<file path="config.mk">
export PLATFORM = sky130hd
export DESIGN_NAME = cacheline_adaptor_flat
export DESIGN_NICKNAME = d
export VERILOG_FILES = /design/src/rtl/cacheline_adaptor_if.sv /design/src/rtl/cacheline_adaptor.sv /design/src/flat_wrapper.sv
export SDC_FILE = /design/constraint.sdc
export NUM_CORES = 1
export LEC_CHECK = 0
export ABC_AREA = 1
export CAP_MARGIN = 20
export CORE_AREA = 10 10 269 271
export CTS_BUF_LIST = sky130_fd_sc_hd__clkbuf_4 sky130_fd_sc_hd__clkbuf_8
export DETAILED_ROUTE_END_ITERATION = 7
export DIE_AREA = 0 0 279 281
export GPL_TIMING_DRIVEN = 0
export PLACE_DENSITY = 0.59
export SYNTH_ARGS = -nofsm -noshare
export SYNTH_HDL_FRONTEND = slang
export SYNTH_SLANG_ARGS = --single-unit
</file>
<file path="constraint.sdc">
create_clock -name clk -period 3.1 [get_ports clk]
set_clock_uncertainty 0.05 [all_clocks]
set_input_delay 0.775 -clock clk [delete_from_list [all_inputs] [get_ports clk]]
set_output_delay 0.775 -clock clk [all_outputs]
set_load 0.02 [all_outputs]
</file>
<file path="src/rtl/cacheline_adaptor_if.sv">
// Bus bundle between the arbiter main-memory port, the cacheline adaptor and
// physical memory. The adaptor takes the slave view; the environment the master view.
interface cacheline_adaptor_if;
    // Arbiter side
    logic [255:0] line_i;
    logic [255:0] line_o;
    logic [31:0]  address_i;
    logic         read_i;
    logic         write_i;
    logic         resp_o;
    // Physical memory side
    logic [63:0]  burst_i;
    logic [63:0]  burst_o;
    logic [31:0]  address_o;
    logic         read_o;
    logic         write_o;
    logic         resp_i;

    modport slave (
        input  line_i, address_i, read_i, write_i, burst_i, resp_i,
        output line_o, resp_o, burst_o, address_o, read_o, write_o
    );

    modport master (
        output line_i, address_i, read_i, write_i, burst_i, resp_i,
        input  line_o, resp_o, burst_o, address_o, read_o, write_o
    );
endinterface

</file>
<file path="src/rtl/cacheline_adaptor.sv">
// Cacheline adaptor: converts 256-bit line reads/writes from the arbiter into
// 4-beat 64-bit bursts to physical memory, and reassembles read beats into a line.
module cacheline_adaptor (
    input logic                 clk,
    input logic                 rst,
    cacheline_adaptor_if.slave  bus
);

    localparam logic [1:0] IDLE  = 2'd0;
    localparam logic [1:0] READ  = 2'd1;
    localparam logic [1:0] WRITE = 2'd2;
    localparam logic [1:0] DONE  = 2'd3;

    logic [1:0]   state_q, state_d;
    logic [1:0]   cnt_q, cnt_d;
    logic [31:0]  addr_q, addr_d;
    logic [255:0] wline_q, wline_d;
    logic [255:0] rline_q, rline_d;

    // Next-state: requests are only sampled in IDLE, beats only counted in READ/WRITE.
    always_comb begin
        state_d = state_q;
        cnt_d   = cnt_q;
        addr_d  = addr_q;
        wline_d = wline_q;
        rline_d = rline_q;
        unique case (state_q)
            IDLE: begin
                // Write wins when both requests arrive together.
                if (bus.write_i) begin
                    wline_d = bus.line_i;
                    addr_d  = bus.address_i;
                    cnt_d   = 2'd0;
                    state_d = WRITE;
                end else if (bus.read_i) begin
                    addr_d  = bus.address_i;
                    cnt_d   = 2'd0;
                    state_d = READ;
                end
            end
            READ: begin
                if (bus.resp_i) begin
                    rline_d[{cnt_q, 6'd0} +: 64] = bus.burst_i;
                    cnt_d = cnt_q + 2'd1;
                    if (cnt_q == 2'd3) begin
                        state_d = DONE;
                    end
                end
            end
            WRITE: begin
                if (bus.resp_i) begin
                    cnt_d = cnt_q + 2'd1;
                    if (cnt_q == 2'd3) begin
                        state_d = DONE;
                    end
                end
            end
            DONE: begin
                state_d = IDLE;
            end
            default: begin
                state_d = IDLE;
            end
        endcase
    end

    // State registers with synchronous reset; reset also discards a partial read line.
    always_ff @(posedge clk) begin
        if (rst) begin
            state_q <= IDLE;
            cnt_q   <= 2'd0;
            addr_q  <= 32'd0;
            wline_q <= 256'd0;
            rline_q <= 256'd0;
        end else begin
            state_q <= state_d;
            cnt_q   <= cnt_d;
            addr_q  <= addr_d;
            wline_q <= wline_d;
            rline_q <= rline_d;
        end
    end

    // Outputs decoded from the registered state; bus fields are zero when not in use.
    always_comb begin
        bus.line_o    = rline_q;
        bus.resp_o    = 1'b0;
        bus.read_o    = 1'b0;
        bus.write_o   = 1'b0;
        bus.address_o = 32'd0;
        bus.burst_o   = 64'd0;
        unique case (state_q)
            READ: begin
                bus.read_o    = 1'b1;
                bus.address_o = {addr_q[31:5], 5'd0};
            end
            WRITE: begin
                bus.write_o   = 1'b1;
                bus.address_o = {addr_q[31:5], 5'd0};
                bus.burst_o   = wline_q[{cnt_q, 6'd0} +: 64];
            end
            DONE: begin
                bus.resp_o = 1'b1;
            end
            default: begin
            end
        endcase
    end

endmodule

</file>
<file path="src/flat_wrapper.sv">
// flat-port wrapper written by rule: the top's interface ports become plain ports
module cacheline_adaptor_flat 
  (clk, rst, bus_line_i, bus_address_i, bus_read_i, bus_write_i, bus_burst_i, bus_resp_i, bus_line_o, bus_resp_o, bus_burst_o, bus_address_o, bus_read_o, bus_write_o);
  cacheline_adaptor_if bus_i ();
  input logic clk;
  input logic rst;
  input wire logic [$bits(bus_i.line_i)-1:0] bus_line_i;
  input wire logic [$bits(bus_i.address_i)-1:0] bus_address_i;
  input wire logic [$bits(bus_i.read_i)-1:0] bus_read_i;
  input wire logic [$bits(bus_i.write_i)-1:0] bus_write_i;
  input wire logic [$bits(bus_i.burst_i)-1:0] bus_burst_i;
  input wire logic [$bits(bus_i.resp_i)-1:0] bus_resp_i;
  output wire logic [$bits(bus_i.line_o)-1:0] bus_line_o;
  output wire logic [$bits(bus_i.resp_o)-1:0] bus_resp_o;
  output wire logic [$bits(bus_i.burst_o)-1:0] bus_burst_o;
  output wire logic [$bits(bus_i.address_o)-1:0] bus_address_o;
  output wire logic [$bits(bus_i.read_o)-1:0] bus_read_o;
  output wire logic [$bits(bus_i.write_o)-1:0] bus_write_o;
  assign bus_i.line_i = bus_line_i;
  assign bus_i.address_i = bus_address_i;
  assign bus_i.read_i = bus_read_i;
  assign bus_i.write_i = bus_write_i;
  assign bus_i.burst_i = bus_burst_i;
  assign bus_i.resp_i = bus_resp_i;
  assign bus_line_o = bus_i.line_o;
  assign bus_resp_o = bus_i.resp_o;
  assign bus_burst_o = bus_i.burst_o;
  assign bus_address_o = bus_i.address_o;
  assign bus_read_o = bus_i.read_o;
  assign bus_write_o = bus_i.write_o;
  cacheline_adaptor u_core (.clk(clk), .rst(rst), .bus(bus_i));
endmodule
</file>
; Word-level counts from Yosys, hierarchy flattened
; Cells that the tools add are included.
[op_classes]
addsub = 2
bitwise_logic = 0
div_mod_pow = 0
n_mul = 0
n_shift = 3
n_reduce_logical = 9
mux = 17
eq_ne = 7
n_lt_le_gt_ge = 0
[op_table]
columns = op, n
row1 = 256-bit bitwise mux, 1
row2 = 64-bit by 10-bit variable shift with 256-bit output (first input constant), 1
row3 = 256-bit by 9-bit indexed part select with 64-bit output, 1
row4 = 64-bit by 10-bit indexed part select with 256-bit output, 1
row5 = 32-bit 2-to-1 mux, 3
row6 = 64-bit 2-to-1 mux, 1
row7 = 2-bit 2-to-1 mux, 7
row8 = 8-bit negator with 10-bit output, 1
row9 = 2-bit == test (second input constant), 3
row10 = 2-bit case mux with 3 select lines, 1
row11 = 2-bit AND reduction, 3
row12 = 3-bit AND reduction, 2
row13 = 2-bit by 1-bit inequality test with 1-bit output (second input constant), 2
row14 = 2-bit case mux with 2 select lines, 1
row15 = 2-bit nonzero test, 2
row16 = 1-bit 2-to-1 mux, 3
row17 = 3-bit inequality test (second input constant), 1
row18 = 2-bit by 1-bit adder with 2-bit output (second input constant), 1
row19 = 2-bit by 1-bit == test with 1-bit output (second input constant), 1
row20 = 2-bit logical NOT, 1
row21 = 2-bit OR reduction, 1
[totals]
reg_bits = 548
ramBits = 0
elab_cells = 43
in_bits = 357
memories = 0
latchBits = 0
mem_bits_ro = 0

; Depth between registers and ports, before layout
[logic_depth]
ltp_word = 4
ltp_mapped = 12
ltp_nobuf = 9

; Worst setup path before layout
; No wires, ideal clock.
[synth_timing]
path_type = register -> output
start = register u_core.state_q[0]
end = output bus_address_o[11]
t_arrival_ns = 1.577
setup_slack_ns = 0.698
stages_incl_launch_ff = 7
path_cell_list = dfxtp_1 inv_1 ha_1 clkbuf_1 buf_1 nand2_1 inv_1
[synth_via]
elab_chain_len = 3
word_cells_on_any_way = 4
classes_between = eq/ne (2) / mux (1) / reduce/logical (1)
[synth_lines]
columns = item, line_no
row1 = start: declaration, cacheline_adaptor.sv:14  ; logic [1:0] state_q, state_d;
row2 = start signal: assignment, cacheline_adaptor.sv:76  ; state_q <= state_d;
row3 = 2-bit by 1-bit == test with 1-bit output / 2-bit == test (equally long branches), cacheline_adaptor.sv:92  ; unique case (state_q)
row4 = 2-bit OR reduction (no line) *, -
row5 = 32-bit 2-to-1 mux *, cacheline_adaptor.sv:92
row6 = end: declaration, flat_wrapper.sv:16  ; output wire logic [$bits(bus_i.address_o)-1:0] bus_address_o;
; Mark *: on every way between the ends. The rest lies on a longest branch, timed or not.

; Worst setup path in the final report
[layout_timing]
start = register u_core.state_q[0]
end = output bus_burst_o[4]
[layout_via]
elab_chain_len = 2
[layout_lines]
columns = item, line_no
row1 = 2-bit == test, cacheline_adaptor.sv:92
row2 = 64-bit 2-to-1 mux, cacheline_adaptor.sv:92
row3 = end: declaration, flat_wrapper.sv:15  ; output wire logic [$bits(bus_i.burst_o)-1:0] bus_burst_o;
; No other way between the ends.

==> results.md <==
* # fillers at 6988
* Distinct cells, synth at 22
* DIE AREA at 0.0784 mm²
* R2R setup slack at 0.44 ns
* FP Rows at 95
* Critical path required time at 2.27 ns
* Placed Area at 0.0304 mm²
* Ys Warns at 0
* TritonCTS clock tree: yes
* Largest stage delay on the critical path at 0.35 ns
* FF-to-FF End: u_core.bus.line_o[246]
* Gr usage total at 25.6%
* Leak at 12.9 nW
* Root Driver: clkbuf_8
* CP Cell Sequence: inv_2, ha_1, inv_4, buf_4, clkbuf_8, a21oi_1, clkdlybuf4s15_2
* Post-route DRC at 0
* Mapped Area at 0.0223 mm²
* EDFF count, synth at 0
* Drt wl/cell at 21.6 µm
* Fin Hold WS at 0.411 ns
* Final HPWL DP at 83300 µm
* Fmax at 0.331 GHz
* PwrDens at 830 mW/mm²
* Hold crit path type: reg -> reg
* Commonest non-fill, non-tap cell in the layout: nor2_1
* Htree depth at 3
* Area Growth Syn to Fin at 45.9%
* Post-Syn Instances at 3148
* Final Power at 0.0270 W
* Unrepaired setup endpoints after global routing: true
* Top FF cell, synth: dfxtp_1
* Reg-to-Reg Start: u_core.cnt_q[0]
* Core footprint at 0.0668 mm²
* Slew @ Worst Pin at 1.01 ns
* Initial Util at 33.3%
* Syn Area/Cell at 7.07 µm²
* IO Pins at 712
* Max VDD drop at 0.400 mV
* Number of global-route vias before repair at 23500
* Slew margin rel. at 32.5%
* Critical path endpoint category: output port
* RePlAce Congestion at 0.903
* Detailed Routing Iterations Pass 1 at 5
* Most frequent cells in the layout: nor2_1 (907), clkdlybuf4s50_1 (608), dfxtp_1 (539)
* Die width at 279 µm
* Vias at 24000
* Fin. Hold Viols at 0
* CTS Buf Count at 96
* Final worst-path cycle share at 97.4%
* Final min period at 3.02 ns
* Sink Count at 543
* First-pass GRT wire length at 150000 µm
* Setup crit end: bus_burst_o[4]
* Cells after DPL at 4725
* Largest net degree at the start of global routing at 14
* Post-Route WL at 106000 µm
* Initial antenna violation count at 28
* Final Non-Filler Cells at 4899
* Setup violators final at 0
* FFs w/ async S/R, synth at 0%
* Status: finished clean
* Clk slew on worst S/H paths at 0.06 ns
* TNS Setup at 0 ns
* WS Path Type: reg -> out
* GR Overflow Total at 0
* Nets@finish at 4326
* Routed Antenna Nets at 0
* Die Y-Extent at 281 µm
* Final Max Tran Viols at 0
* Layout cells sized above 1 at 11.2%
* Critical Path Start: u_core.state_q[0]
* Clk_lat worst skew at 0.68 ns
* Final instance area at 0.0325 mm²
* Reg2reg path depth at 9
* Max-Cap Viols at 0
* Startpoint types: flip-flop
* Via density at 4.91
* Worst EP arrival at 2.20 ns
* Register bit total from synthesis at 543
* Clock buffer depth at 3
* Initial drt markers at 1579
* Slowest cell on the critical path: dfxtp_2
* Worst-path fanout max at 10
* Port bufs at 700
* Seq/Total Area, Yosys at 48.8%
## cell type report
cell class / count / area (µm²) / area share [%]
Timing Repair Buffer: 707 / 6810 / 21.0
Inverter: 110 / 418 / 1.29
Multi-Input combinational cell: 2238 / 9900 / 30.5
Antenna cell: 15 / 37.5 / 0.116
Clock buffer: 147 / 1790 / 5.52
Buffer: 260 / 1490 / 4.58
Sequential cell: 543 / 10900 / 33.5
Tap cell: 873 / 1090 / 3.36
Clock inverter: 6 / 53.8 / 0.166
## kinds of logic after synthesis
logic type	after synthesis	synth area share (%)
other	1	0.0168
adder cells (fa/ha/maj)	13	0.730
AO/OA/AOI/OAI	845	19.0
flip-flops	543	48.8
buffers and inverters	371	7.28
AND/OR/NAND/NOR	1375	24.2
## cells in the mapped netlist, types with 6 or more instances
cell type	number	area (µm²)
a21oi_1	323	1620
buf_1	7	26.3
buf_2	123	616
buf_4	10	75.1
clkbuf_1	116	435
dfxtp_1	543	10900
ha_1	13	163
inv_1	103	387
inv_2	6	22.5
nand2_1	323	1210
nand3_1	134	671
nor2_1	910	3420
o21ai_0	449	2250
o21ai_1	72	360
## flip-flops by register name, summed over array words and instances, names as in the netlist
signal             flops
u_core.state_q         2
u_core.bus.line_o    256
u_core.wline_q       256
u_core.cnt_q           2
u_core.addr_q         27
## worst max-delay path, delay by kind of cell, from the launching register on
kind | cells | cell delay [ns]
buffers and inverters | 5 | 0.84
adder cells (fa/ha/maj) | 1 | 0.20
flip-flops | 1 | 0.35
AO/OA/AOI/OAI | 1 | 0.11
## worst min-delay path by stage
stage / start / endpoint / depth (start not counted)
6_report: u_core.bus.line_o[250] / u_core.bus.line_o[250] / 2
5_1_grt: u_core.bus.line_o[127] / u_core.bus.line_o[127] / 2
4_1_cts: u_core.bus.line_o[210] / u_core.bus.line_o[210] / 2
3_5_place_dp: u_core.bus.line_o[210] / u_core.bus.line_o[210] / 2
3_3_place_gp: u_core.bus.line_o[129] / u_core.bus.line_o[129] / 2
2_1_floorplan: u_core.wline_q[100] / u_core.wline_q[100] / 2
## per-stage QoR
stage / utilization [%] / setup slack [ns]
6_report: 48.6 / 0.0795
5_1_grt: 48.6 / -0.0238
4_1_cts: 48.7 / -0.000129
3_5_place_dp: 45.5 / -0.695
3_3_place_gp: 45.5 / -0.723
2_1_floorplan: - / 0.698
## report_power, final
group | switching [W] | internal, W | leakage [nW]
logic | 0.00751 | 0.00396 | 7.49
clock network | 0.00300 | 0.00363 | 0.982
registers | 0.000641 | 0.00821 | 4.44
## routing by layer
layer,wire (µm),part of all wire [%],global-route usage [%]
met5,222,0.21,0
met4,4800,4.5,12.7
met3,10200,9.6,9.11
met2,51100,48,44.9
met1,39400,37,26.9
## repair_timing
action / in CTS / in global routing
pin swaps: 12 / 5
buffers inserted: 7 / 0
hold buffers: 0 / 0
endpoints found under the setup margin: 348 / 36
gates resized for setup: 453 / 46
gates cloned: 0 / 0
hold endpoints to repair: 0 / 0
(Power assumes the default switching activity.)
